`src/rtl/des_round_ctrl.sv`:
```
`default_nettype none
// ============================================================================
// Module   : des_round_ctrl
// Purpose  : Sequencer for an iterative 16-round DES core; drives round enable,
//            round index, C/D shift control and the block-level handshakes.
// Revision : 1.0  initial release
// ============================================================================
module des_round_ctrl #(
   parameter int ROUNDS = 16,
   parameter int CNT_W  = 4
) (
   input  logic             clk,
   input  logic             rst,
   input  logic             in_valid,
   output logic             in_ready,
   input  logic             in_decrypt,
   output logic             ld_data,
   output logic             ld_key,
   output logic             round_en,
   output logic [CNT_W-1:0] round_idx,
   output logic [1:0]       shift_amt,
   output logic             shift_dir,
   output logic             last_round,
   output logic             out_valid,
   input  logic             out_ready,
   output logic             busy
);

   typedef enum logic [1:0] {
      ST_IDLE  = 2'd0,
      ST_ROUND = 2'd1,
      ST_DONE  = 2'd2
   } state_t;

   localparam logic [CNT_W-1:0] LAST_IDX = CNT_W'(ROUNDS - 1);

   state_t           state_q, state_d;
   logic [CNT_W-1:0] round_idx_q, round_idx_d;
   logic             mode_q, mode_d;
   logic             accept;

   // Key-schedule rotation per round. Decrypt starts from the unrotated C0/D0,
   // which equals C16/D16 because the encrypt shifts sum to a full 28-bit turn.
   function automatic logic [1:0] shift_lookup(input logic [CNT_W-1:0] idx,
                                               input logic             dec);
      logic [1:0] amt;
      amt = 2'd2;
      if (idx == '0) begin
         amt = dec ? 2'd0 : 2'd1;
      end else if (idx == CNT_W'(1) || idx == CNT_W'(8) || idx == CNT_W'(15)) begin
         amt = 2'd1;
      end
      return amt;
   endfunction

   always_ff @(posedge clk) begin
      if (rst) begin
         state_q     <= ST_IDLE;
         round_idx_q <= '0;
         mode_q      <= 1'b0;
      end else begin
         state_q     <= state_d;
         round_idx_q <= round_idx_d;
         mode_q      <= mode_d;
      end
   end

   always_comb begin
      state_d     = state_q;
      round_idx_d = round_idx_q;
      mode_d      = mode_q;
      in_ready    = 1'b0;
      round_en    = 1'b0;
      last_round  = 1'b0;
      out_valid   = 1'b0;
      busy        = 1'b0;
      accept      = 1'b0;

      case (state_q)
         ST_IDLE: begin
            in_ready = 1'b1;
         end
         ST_ROUND: begin
            busy     = 1'b1;
            round_en = 1'b1;
            if (round_idx_q == LAST_IDX) begin
               last_round  = 1'b1;
               state_d     = ST_DONE;
               round_idx_d = '0;
            end else begin
               round_idx_d = round_idx_q + CNT_W'(1);
            end
         end
         ST_DONE: begin
            busy      = 1'b1;
            out_valid = 1'b1;
            in_ready  = out_ready;
            if (out_ready) begin
               state_d = ST_IDLE;
            end
         end
         default: begin
            state_d     = ST_IDLE;
            round_idx_d = '0;
         end
      endcase

      // A new job overrides the DONE->IDLE exit so results can stream without a bubble.
      accept = in_valid & in_ready;
      if (accept) begin
         state_d     = ST_ROUND;
         round_idx_d = '0;
         mode_d      = in_decrypt;
      end
   end

   assign ld_data   = accept;
   assign ld_key    = accept;
   assign round_idx = round_idx_q;
   assign shift_amt = round_en ? shift_lookup(round_idx_q, mode_q) : 2'd0;
   assign shift_dir = (state_q != ST_IDLE) & mode_q;

endmodule
`default_nettype wire
```
`config.mk`:
```
export PLATFORM = sky130hd
export DESIGN_NAME = des_round_ctrl
export DESIGN_NICKNAME = d
export VERILOG_FILES = /design/src/rtl/des_round_ctrl.sv
export SDC_FILE = /design/constraint.sdc
export NUM_CORES = 1
export LEC_CHECK = 0
export CAP_MARGIN = 20
export CORE_AREA = 2 2 39 41
export CTS_BUF_LIST = sky130_fd_sc_hd__clkbuf_4 sky130_fd_sc_hd__clkbuf_8
export CTS_CLUSTER_SIZE = 20
export DETAILED_ROUTE_END_ITERATION = 8
export DIE_AREA = 0 0 41 43
export GPL_TIMING_DRIVEN = 0
export PLACE_DENSITY = 0.74
export SYNTH_ARGS = -nofsm -noshare
export SYNTH_HDL_FRONTEND = slang
export SYNTH_SLANG_ARGS = --single-unit
export TNS_END_PERCENT = 30
```
`constraint.sdc`:
```
create_clock -name clk -period 2.1 [get_ports clk]
set_clock_uncertainty 0.2 [all_clocks]
set_input_delay 0.42 -clock clk [delete_from_list [all_inputs] [get_ports clk]]
set_output_delay 0.42 -clock clk [all_outputs]
set_load 0.01 [all_outputs]
```
After elaboration in Yosys (flattened, before gate mapping):

Index checks and enable logic that the tools add are counted.
Widths: inputs -> output; s select.

* flip-flop bits (word level): 7
* bits of input ports: 5
* output and inout bits: 14
* word-level logic and storage cells: 44

* add/subtract/negate cells: 1
* equal/unequal tests: 10
* multiplexer cells: 16
* bitwise operators: 3
* reduce and logical (&&, ||, !) cells: 10

Operators with widths (count)
* $mux 2: 5
* $eq 4x4->1 const B: 2
* $pmux 4 s2: 1
* $mux 1: 7
* $ne 2x2->1 const B: 3
* $ne 3x3->1 const B: 2
* $pmux 2 s3: 1
* $reduce_and 3->1: 2
* $reduce_or 2->1: 3
* $add 4x1->4 const B: 1
* $eq 4x1->1 const B: 1
* $logic_not 4->1: 1
* $mux 4: 1
* $and 1x1->1: 2
* $eq 2x1->1 const B: 1
* $eq 2x2->1 const B: 1
* $logic_not 2->1: 1
* $logic_or 1x1->1: 2
* $pmux 1 s2: 1
* $reduce_bool 2->1: 1
* $not 1->1: 1

Logic depth before layout (Yosys ltp):

* depth after elaboration: 6
* depth in mapped cells: 6
* mapped depth without buffers: 5

Least setup slack after synthesis:

OpenSTA, ideal clock, no wires.

* kind: register to output
* from: register state_q[1]
* to: output port shift_amt[0]
* arrival: 1.265 ns
* data required time: 1.480 ns
* slack: 0.215 ns
* stages on the path, launching flop included: 6
* path buffers: 1
* path through: dfxtp_1 -> inv_1 -> ha_1 -> clkbuf_2 -> clkinv_1 -> a211oi_1

* word-level cells in the longest chain between the ends: 3

RTL lines
* start, declared: line 37 `state_t state_q, state_d;`
* start signal, assigned: line 62 `state_q <= state_d;`
* $eq 2x1->1: line 79 `case (state_q)`
* $mux 1: line 79
* named net round_en: line 19 `output logic round_en,`
* $mux 2: line 120 `assign shift_amt = round_en ? shift_lookup(round_idx_q, mode_q) : 2'd0;`
* end, declared: line 21 `output logic [1:0] shift_amt,`

The timed path passes the listed nets, and every way through them passes these cells.

Worst setup path after layout:

* from: register state_q[1]
* to: output port ld_key

* word-level cells in the longest chain between the ends: 3
* elaborated cells between the ends (all ways): 4
* those cells by class: eq/ne: 1; mux: 1; bitwise: 1; reduce/logical: 1

RTL lines
* $eq 2x2->1 / $logic_not 2->1 (equally long branches): line 79
* $pmux 1 s2 *: line 79
* $and 1x1->1 *: line 109 `accept = in_valid & in_ready;`
* end, declared: line 18 `output logic ld_key,`

Every way passes the cells marked *; elsewhere a longest branch is shown, timed or not.

==> results.py <==
metrics = {
    "route": {
        "wirelength_um": 1470,
        "route.vias.total": 596,
        "drt_drc_violations_left": 0,
        "drtAntennaViolNets": 0,
        "post_dr_wirelength_cell_um": 13.5,
        "detail_route.iter0.violations": 5,
        "drt-vias-per-instance": 5.47,
        "drt_pre_antenna_iters": 4,
    },
    "clocking": {
        "clock_latency_ps": 250,
        "sink_count_of_the_clock_tree": 7,
        "cts_made_buffers": 3,
        "tritoncts": "yes",
        "clk_transition_reported_paths_ps": 60,
        "ctsHtreeMaxLevel": 1,
        "post_cts_hold_buffer_count": 0,
        "clockBufferDepth": 2,
        "clockRootBuffer": "sky130_fd_sc_hd__clkbuf_4",
    },
    "die": {
        "start_util_pct": 39.3,
        "pin_count": 19,
        "die_h_um": 43,
        "floorplan.die_area_um2": 1760,
        "die_width_um": 41,
        "core_region_area_um2": 1380,
        "rows": 14,
    },
    "synth": {
        "ys_dominant_reg_cell": "sky130_fd_sc_hd__dfxtp_1",
        "synth_top_family_by_area": "compound AO/OA/AOI/OAI gates",
        "netlist.area_leader.share_pct": 25.7,
        "proportion_of_synthesized_chip_area_in_sequential_cells_pct": 25.7,
        "post_synth_xor_area_fraction_pct": 0,
        "synth-warning-count": 0,
        "postSynth.asyncResetShare_pct": 0,
        "netlist_instances": 67,
        "post_synth_instance_area_um2": 544,
        "ys_seq_elements": 7,
        "synthesis.nets": 80,
        "post_synth.cell_area_avg_um2": 8.12,
        "synth-adder-area-share_pct": 18.4,
        "number_of_synthesized_flops_with_an_enable_pin": 0,
        "yosys.cell_count.top_type": "sky130_fd_sc_hd__ha_1",
        "synth_simple_gate_area_share_pct": 23.0,
        "netlist_top_cells_area": "sky130_fd_sc_hd__dfxtp_1, sky130_fd_sc_hd__ha_1, sky130_fd_sc_hd__a21oi_1",
        "netlist.top_cell.by_area": "sky130_fd_sc_hd__dfxtp_1",
        "synth_commonest_cells": "sky130_fd_sc_hd__ha_1, sky130_fd_sc_hd__a21oi_1, sky130_fd_sc_hd__dfxtp_1, sky130_fd_sc_hd__inv_1",
        "synth_cell_type_count": 28,
        "multiplexer_fraction_of_the_synthesized_cell_area_pct": 0,
        "synth_compound_gate_area_share_pct": 26.4,
    },
    "global_routing": {
        "via_count_of_the_first_global_routing_pass": 528,
        "overflow": 0,
        "grt_usage_pct": 18.4,
        "grt_antenna_before_repair": 0,
        "grt_first_pass_wirelength_um": 2240,
        "pin_count_of_the_biggest_net_entering_global_routing": 10,
    },
    "setup_path": {
        "crit_path_max_incr_delay_ps": 320,
        "cp_cell_sequence": "buf_4 > ha_1 > a21oi_2 > nor2_1 > buf_4 > clkdlybuf4s15_2",
        "cp.buffers_inverters": 3,
        "critPathTopFamily": "buffers and inverters",
        "critical_path.startpoint_type": "flop",
        "timing.critical_path.slowest_stage_cell": "sky130_fd_sc_hd__dfxtp_2",
        "critPathKind": "reg2out",
        "critical_path_arrival_ps": 1520,
        "endpoint_kind": "output pin",
        "critPathMaxFanout": 3,
        "cp.required_ps": 1480,
        "path_common_cell": "sky130_fd_sc_hd__buf_4",
    },
    "timing": {
        "timing_max_transition_violations_final": 0,
        "timing.final.crit_share_pct": 102,
        "hold_violations": 0,
        "postLayoutSetupSlackWorst_ps": -43.9,
        "clock.fmax_ghz": 0.466,
        "setup_viol": 1,
        "grt_setup_unrepaired": "yes",
        "relSlewSlack_pct": 81.4,
        "period_minus_slack_ps": 2140,
        "fin_worst_hold_slack_ps": 290,
        "worst_slew_pin_slew_ps": 275,
    },
    "placement": {
        "routabilityCongestion": 0.769,
        "preCtsSetupSlack_ps": -368,
        "dp.final_hpwl_um": 988,
        "inst_count_dp": 101,
        "detailed_place.area_um2": 744,
        "numPortBuffers": 18,
    },
    "pwr": {
        "power.total_uw": 557,
        "p_leak_nw": 0.363,
        "pwr_density_cell_nw_per_um2": 653,
        "peakVddDrop_uv": 458,
    },
    "finish": {
        "areaGrowthSynthToFinish_pct": 56.6,
        "antennaDiodeCount": 0,
        "layout-drive-gt1-share_pct": 35.5,
        "design_area_um2": 852,
        "nNetsFinal": 107,
        "post_layout_nonfiller_instances": 109,
    },
    "status": {
        "status": "complete, but fails checks",
        "violations": "negative setup slack",
    },
    "flow_run": {
        "timing.max_cap.violations": 0,
    },
    "hold_path": {
        "worstHoldPathType": "reg2reg",
    },
}
## stage by stage
stage          utilization [%]  setup TNS, ps
2_1_floorplan                -              0
4_1_cts                   60.4           -206
3_5_place_dp              53.8          -1580
6_report                  61.6          -43.9
5_1_grt                   61.6           -280
3_3_place_gp              53.8          -1500
## repair_timing
action / CTS / global route
resized for setup: 31 / 12
setup buffers: 3 / 1
pin swaps: 3 / 2
cloned: 0 / 0
setup endpoints to repair: 9 / 8
## path summary, 6_finish.rpt
| path | start | to | slack (ps) | depth (start not counted) |
|---|---|---|---|---|
| worst max-delay path | state_q[1] | ld_key | -40 | 6 |
| worst min-delay path | mode_q | mode_q | 290 | 2 |
| worst max register to register | state_q[1] | round_idx[3] | 300 | 6 |
| worst min register to register | mode_q | mode_q | 290 | 2 |
## power breakdown
group	switching [mW]	internal, mW	total [mW]
sequential	0.00924	0.142	0.152
combinational	0.137	0.133	0.269
clock	0.0502	0.0854	0.136
total	0.196	0.360	0.557
## layout by cell type, fill, tap and decap left out, types with 2 or more instances in the layout
master,count
sky130_fd_sc_hd__nand3_1,3
sky130_fd_sc_hd__ha_4,2
sky130_fd_sc_hd__dfxtp_1,3
sky130_fd_sc_hd__clkbuf_4,4
sky130_fd_sc_hd__clkbuf_2,2
sky130_fd_sc_hd__inv_1,2
sky130_fd_sc_hd__dfxtp_2,3
sky130_fd_sc_hd__dlymetal6s2s_1,2
sky130_fd_sc_hd__nor2_1,4
sky130_fd_sc_hd__buf_2,2
sky130_fd_sc_hd__clkdlybuf4s50_1,9
sky130_fd_sc_hd__dlygate4sd2_1,2
sky130_fd_sc_hd__inv_2,2
sky130_fd_sc_hd__ha_1,3
sky130_fd_sc_hd__a211oi_1,2
sky130_fd_sc_hd__ha_2,3
sky130_fd_sc_hd__a21oi_1,6
sky130_fd_sc_hd__o21ai_1,2
sky130_fd_sc_hd__a21o_1,2
sky130_fd_sc_hd__nand2_1,4
sky130_fd_sc_hd__o31ai_1,2
sky130_fd_sc_hd__nor2b_1,3
sky130_fd_sc_hd__buf_4,5
## final cells by class
type                    instances  area (um^2)
plain buffers                   2         21.3
clock buffers                   4         30.0
fillers                       132          532
inverters                       6         25.0
multi-input cells              52          414
flip-flops and latches          7          148
well taps                      16         20.0
repair buffers                 22          194
## worst register-to-register path, cell delays in order, from the launching register on
cell and delay [ps]:
sky130_fd_sc_hd__dfxtp_2 320, sky130_fd_sc_hd__inv_2 100, sky130_fd_sc_hd__ha_2 190, sky130_fd_sc_hd__clkbuf_8 160, sky130_fd_sc_hd__clkinv_1 100, sky130_fd_sc_hd__or4_1 510
sky130_fd_sc_hd__a31oi_1 160
## routing by layer
layer	GRT usage, %	up-vias	part of all wire, %
li1	-	301	-
met1	22.3	275	42
met2	30.0	18	50
met3	3.14	2	5.9
met4	8.00	0	1.4
met5	0	-	0
## cell families (layout without fill, tap and decap cells)
group,count (synthesis),count (layout)
buffers and inverters,8,34
flip-flops,7,7
AND/OR/NAND/NOR,22,22
AO/OA/AOI/OAI,22,22
adder cells (fa/ha/maj),8,8
## state kept, by name (all words and copies together) (netlist names)
signal / count
round_idx: 4
state_q: 2
mode_q: 1
Power figures use the tool's default switching activity.
==> variant 1: new RTL, config.mk and constraints unchanged <==
Reset style: asynchronous (`rst`), changed in one clocked block.
--- a/src/rtl/des_round_ctrl.sv
+++ b/src/rtl/des_round_ctrl.sv
@@ -54,5 +54,5 @@
    endfunction
 
-   always_ff @(posedge clk) begin
+   always_ff @(posedge clk or posedge rst) begin
       if (rst) begin
          state_q     <= ST_IDLE;
Check against the original RTL: differs if rst is asserted again (counterexample within 4 cycles, from zero or initial values and one cycle with rst high); with rst held inactive, the same outputs for 10 cycles.
==> variant 1 against the unedited design <==
Count of clock-buffer cells in the layout did not move; wire length shrank 10%; largest cell class unchanged; register-to-register slack worse by 0.20 ns; worst setup slack gained 0.056 ns; critical path type unchanged; critical endpoint is now shift_amt[1]; area after synthesis shrank 3.9%; cell area is 4.7% higher; sequential cell count stayed put.
Power is not compared: it rests on default switching activity, and its combinational part moved more than twofold at a synthesized area within 25%.
==> variant 1: results (changes against the unedited design) <==
Status: complete, no violations
Sw frac: 38.5%
Leak: 0.412 nW
Register area share after synthesis: 33.5% (+7.7 points)
Initial antenna violation count: 0 (unchanged)
MaxCap Viol Count: 0 (unchanged)
Largest net degree at the start of global routing: 10 (unchanged)
Top delay family on crit path: flip-flops
CTS Root Cell: clkbuf_4
Synth warn: 0 (unchanged)
Cts bufs inserted: 3 (unchanged)
GR Util met2: 29.1% (-0.94 points)
Crit-path slowest cell: dfrtp_2
Global-route wire length before repair: 2240 um (-0.31%)
Ys async rst share: 100% (+100 points)
R2R Setup Slk: 0.10 ns (-0.20 ns)
Post-Syn Nets: 69 (-14%)
Max reg flops: 4 (unchanged)
Met3 usage: 2.62% (-0.52 points)
Worst setup startpoint: round_idx[0]
Synth top area cells: dfrtp_1 33%, ha_1 14%, inv_1 5.7%, nand3_1 4.8%, nor2b_1 3.6%
Worst min path class: in -> async
FILL cells: 128 (-3.0%)
Gr usage total: 18.4% (+0.021 points)
Sum of negative setup slack: 0 ns (+0.0439 ns)
Clock Latency Late Sink: 0.25 ns (about the same)
Syn_area_per_cell: 9.02 sq um (+11%)
Final WL: 1320 um (-10%)
I/O Buffers: 18 (unchanged)
H-tree levels: 1 (unchanged)
Via Count: 550 (-7.7%)
Crit path DAT: 1.47 ns (-0.05 ns)
GP Congestion: 0.719 (-6.5%)
Number of distinct library cells after synthesis: 28 (unchanged)
Vias per cell: 5.24 (-4.2%)
Worst-margin pin slew: 0.299 ns (+0.0244 ns)
Drt pass-1 iters: 3 (-1)
Dpl hpwl: 851 um (-14%)
Hold Vio Cnt, Final: 0 (unchanged)
Peak supply drop: 0.623 mV
Final hold slack: 0.194 ns (-0.0959 ns)
Reg2Reg Launch Point: state_q[0]
Longest Clk Path Bufs: 2 (unchanged)
# placed instances: 92 (-8.9%)
Synth cell count leaders: 8 x inv_1, 7 x dfrtp_1, 6 x ha_1, 5 x nand3_1
N_diodes: 0 (unchanged)
Worst-path clk slew: 0.05 ns
Vias in the first global route: 536 (+1.5%)
Delay of the slowest critical-path stage: 0.43 ns (+0.11 ns)
M1 GR Usage: 23.5% (+1.2 points)
Share of cells above drive strength 1: 40.4% (+5.0 points)
Final net count: 101 (-5.6%)
DR iter-0 viols: 3 (-2)
Worst-path maximum fanout: 4 (+1)
==> variant 1: cell count changes after synthesis, moves of 2 or more <==
cell     delta
dfxtp_1     -7
nand2_1     -3
dfrtp_1     +7
a21oi_1     -4
a21o_1      -2
nor3b_1     +2
o31ai_1     -2
ha_1        -2
o21ai_1     -2
inv_1       +3
==> variant 1: worst paths after layout <==
kind                                end  depth (start not counted)
setup reg to reg           round_idx[3]                          7
hold / removal                   mode_q                          2
setup / recovery           shift_amt[1]                          5
hold reg to reg              state_q[0]                          1
min in group clk             state_q[0]                          1
max in group asynchronous  round_idx[0]                          2
==> variant 1: area by class of cell <==
type / count / area (sq um) / area share [%]
sequential: 7 / 176 / 19.8
clock buffer: 4 / 30.0 / 3.37
timing repair buffer: 27 / 234 / 26.2
multi-input combinational: 41 / 379 / 42.5
inverter: 8 / 30.0 / 3.37
buffer: 2 / 22.5 / 2.52
tap: 16 / 20.0 / 2.24
==> variant 1: logic make-up after synthesis <==
logic type,Yosys count,share of synthesized area [%]
buffers and inverters,10,8.13
AND/OR/NAND/NOR,22,25.1
AO/OA/AOI/OAI,11,14.6
flip-flops,7,33.5
multiplexers,2,4.31
adder cells (fa/ha/maj),6,14.4
==> variant 1: worst reg2reg max path, stage by stage, from the launching register on <==
cell and delay, ns:
dfrtp_1 0.38, inv_2 0.08, ha_4 0.17, buf_4 0.13, buf_4 0.14, or2_1 0.26
or4_1 0.47, nand3_1 0.09
==> variant 1: stage by stage <==
stage,instance area (sq um),setup WS [ns]
finish,892,0.0125
global route,892,-0.0783
CTS,866,-0.117
detailed placement,723,-0.581
global placement,723,-0.590
floorplan,523,0.108
==> variant 1: what timing repair did <==
action | 4_1_cts | 5_1_grt
resized for setup | 32 | 16
setup endpoints to repair | 9 | 8
pin swaps | 2 | 4
buffers inserted | 9 | 0
endpoints found under the hold margin | 0 | 0
==> variant 1: metal layers <==
metal / routed length [um] / up-vias / part of all wire (%)
met5: 0 / - / 0
met4: 14 / 0 / 1.1
met3: 68 / 2 / 5.1
met2: 662 / 19 / 50
met1: 576 / 261 / 44
li1: - / 268 / -
==> variant 1: power groups by stage <==
stage | combinational (mW) | clock, mW | sequential [mW]
floorplan | 0.259 | 0 | 0.196
global placement | 0.441 | 0 | 0.199
detailed placement | 0.446 | 0 | 0.202
CTS | 0.541 | 0.139 | 0.195
global route | 0.613 | 0.145 | 0.200
finish | 0.564 | 0.133 | 0.196
==> variant 2: new RTL, same settings <==
Without the edit above. The parameter `CNT_W` goes from 4 to 6.
--- a/src/rtl/des_round_ctrl.sv
+++ b/src/rtl/des_round_ctrl.sv
@@ -8,5 +8,5 @@
 module des_round_ctrl #(
    parameter int ROUNDS = 16,
-   parameter int CNT_W  = 4
+   parameter int CNT_W  = 6
 ) (
    input  logic             clk,
Interface: changed (resized round_idx); port bits go from 19 to 21. The function was not compared with the original's and may differ.
==> variant 2 against the unedited design <==
Cell area rose by 24%; sequential cell count increased by 2; maximum frequency rose by 4.0%; worst setup slack better by 0.082 ns; wire length rose by 14%; final cell count up 11%; area after synthesis up 23%; synthesized cell count rose by 9.0%; critical path depth fell by 1; total power down 2.4%; critical endpoint is now shift_amt[0].
==> variant 2: results (changes against the unedited design) <==
PD cells: 514 mW/mm^2 (-21%)
Worst-case reg-to-reg path depth: 7 (+1)
Synth top area cells: dfxtp_1 27%, ha_1 17%, nor2_2 4.7%, inv_1 3.4%, nor2b_1 2.8%
# resized after CTS: 39 (+26%)
Minimum clock period: 2.06 ns (-0.0817 ns)
Adder-cell share of the synthesized area: 16.9% (-1.5 points)
R2R Path End: round_idx[0]
Setup WS pre-CTS: -0.370 ns (-0.00169 ns)
Compound-Gate Fraction of Synth Area: 20.0% (-6.4 points)
Final WL: 1680 um (+14%)
Global-route wire length before repair: 2640 um (+18%)
Length of routed met2 wiring: 810 um (+9.6%)
Crit path DAT: 1.44 ns (-0.08 ns)
Register area share after synthesis: 27.0% (+1.2 points)
Via Count: 643 (+7.9%)
# placed instances: 109 (+7.9%)
Non-Filler Instances: 121 (+11%)
Multiplexer share of the synthesized area: 1.50% (+1.5 points)
Clk. pwr: 0.150 mW (+10%)
Top delay family on crit path: flip-flops
Leak: 0.434 nW (+20%)
Peak supply drop: 0.366 mV (-20%)
Number of distinct library cells after synthesis: 33 (+18%)
Status: complete, no violations
Synth cell count leaders: 9 x dfxtp_1, 9 x ha_1, 6 x inv_1, 5 x nor2_2, 4 x nor2_1
-- variant 2: final cells by class --
| class | instances | area [sq um] |
|---|---|---|
| Buffer | 1 | 7.51 |
| Clock buffer | 4 | 30.0 |
| Fill cell | 110 | 327 |
| Inverter | 6 | 27.5 |
| Multi-Input combinational cell | 57 | 534 |
| Sequential cell | 9 | 193 |
| Tap cell | 16 | 20.0 |
| Timing Repair Buffer | 28 | 245 |
-- variant 2: worst min-delay path by stage --
stage	slack [ns]	depth (start not counted)	end
after floorplan	0.27	2	mode_q
after global placement	0.32	2	mode_q
after detailed placement	0.33	2	state_q[0]
after CTS	0.30	2	round_idx[1]
after global routing	0.33	2	round_idx[1]
final	0.30	2	round_idx[1]
-- variant 2: kinds of logic after synthesis --
logic type,Yosys count
muxes,1
buffers and inverters,7
AOI/OAI and AO/OA,18
DFF,9
xor gates and xnor gates,4
adders and majority gates,9
and+or+nand+nor,25
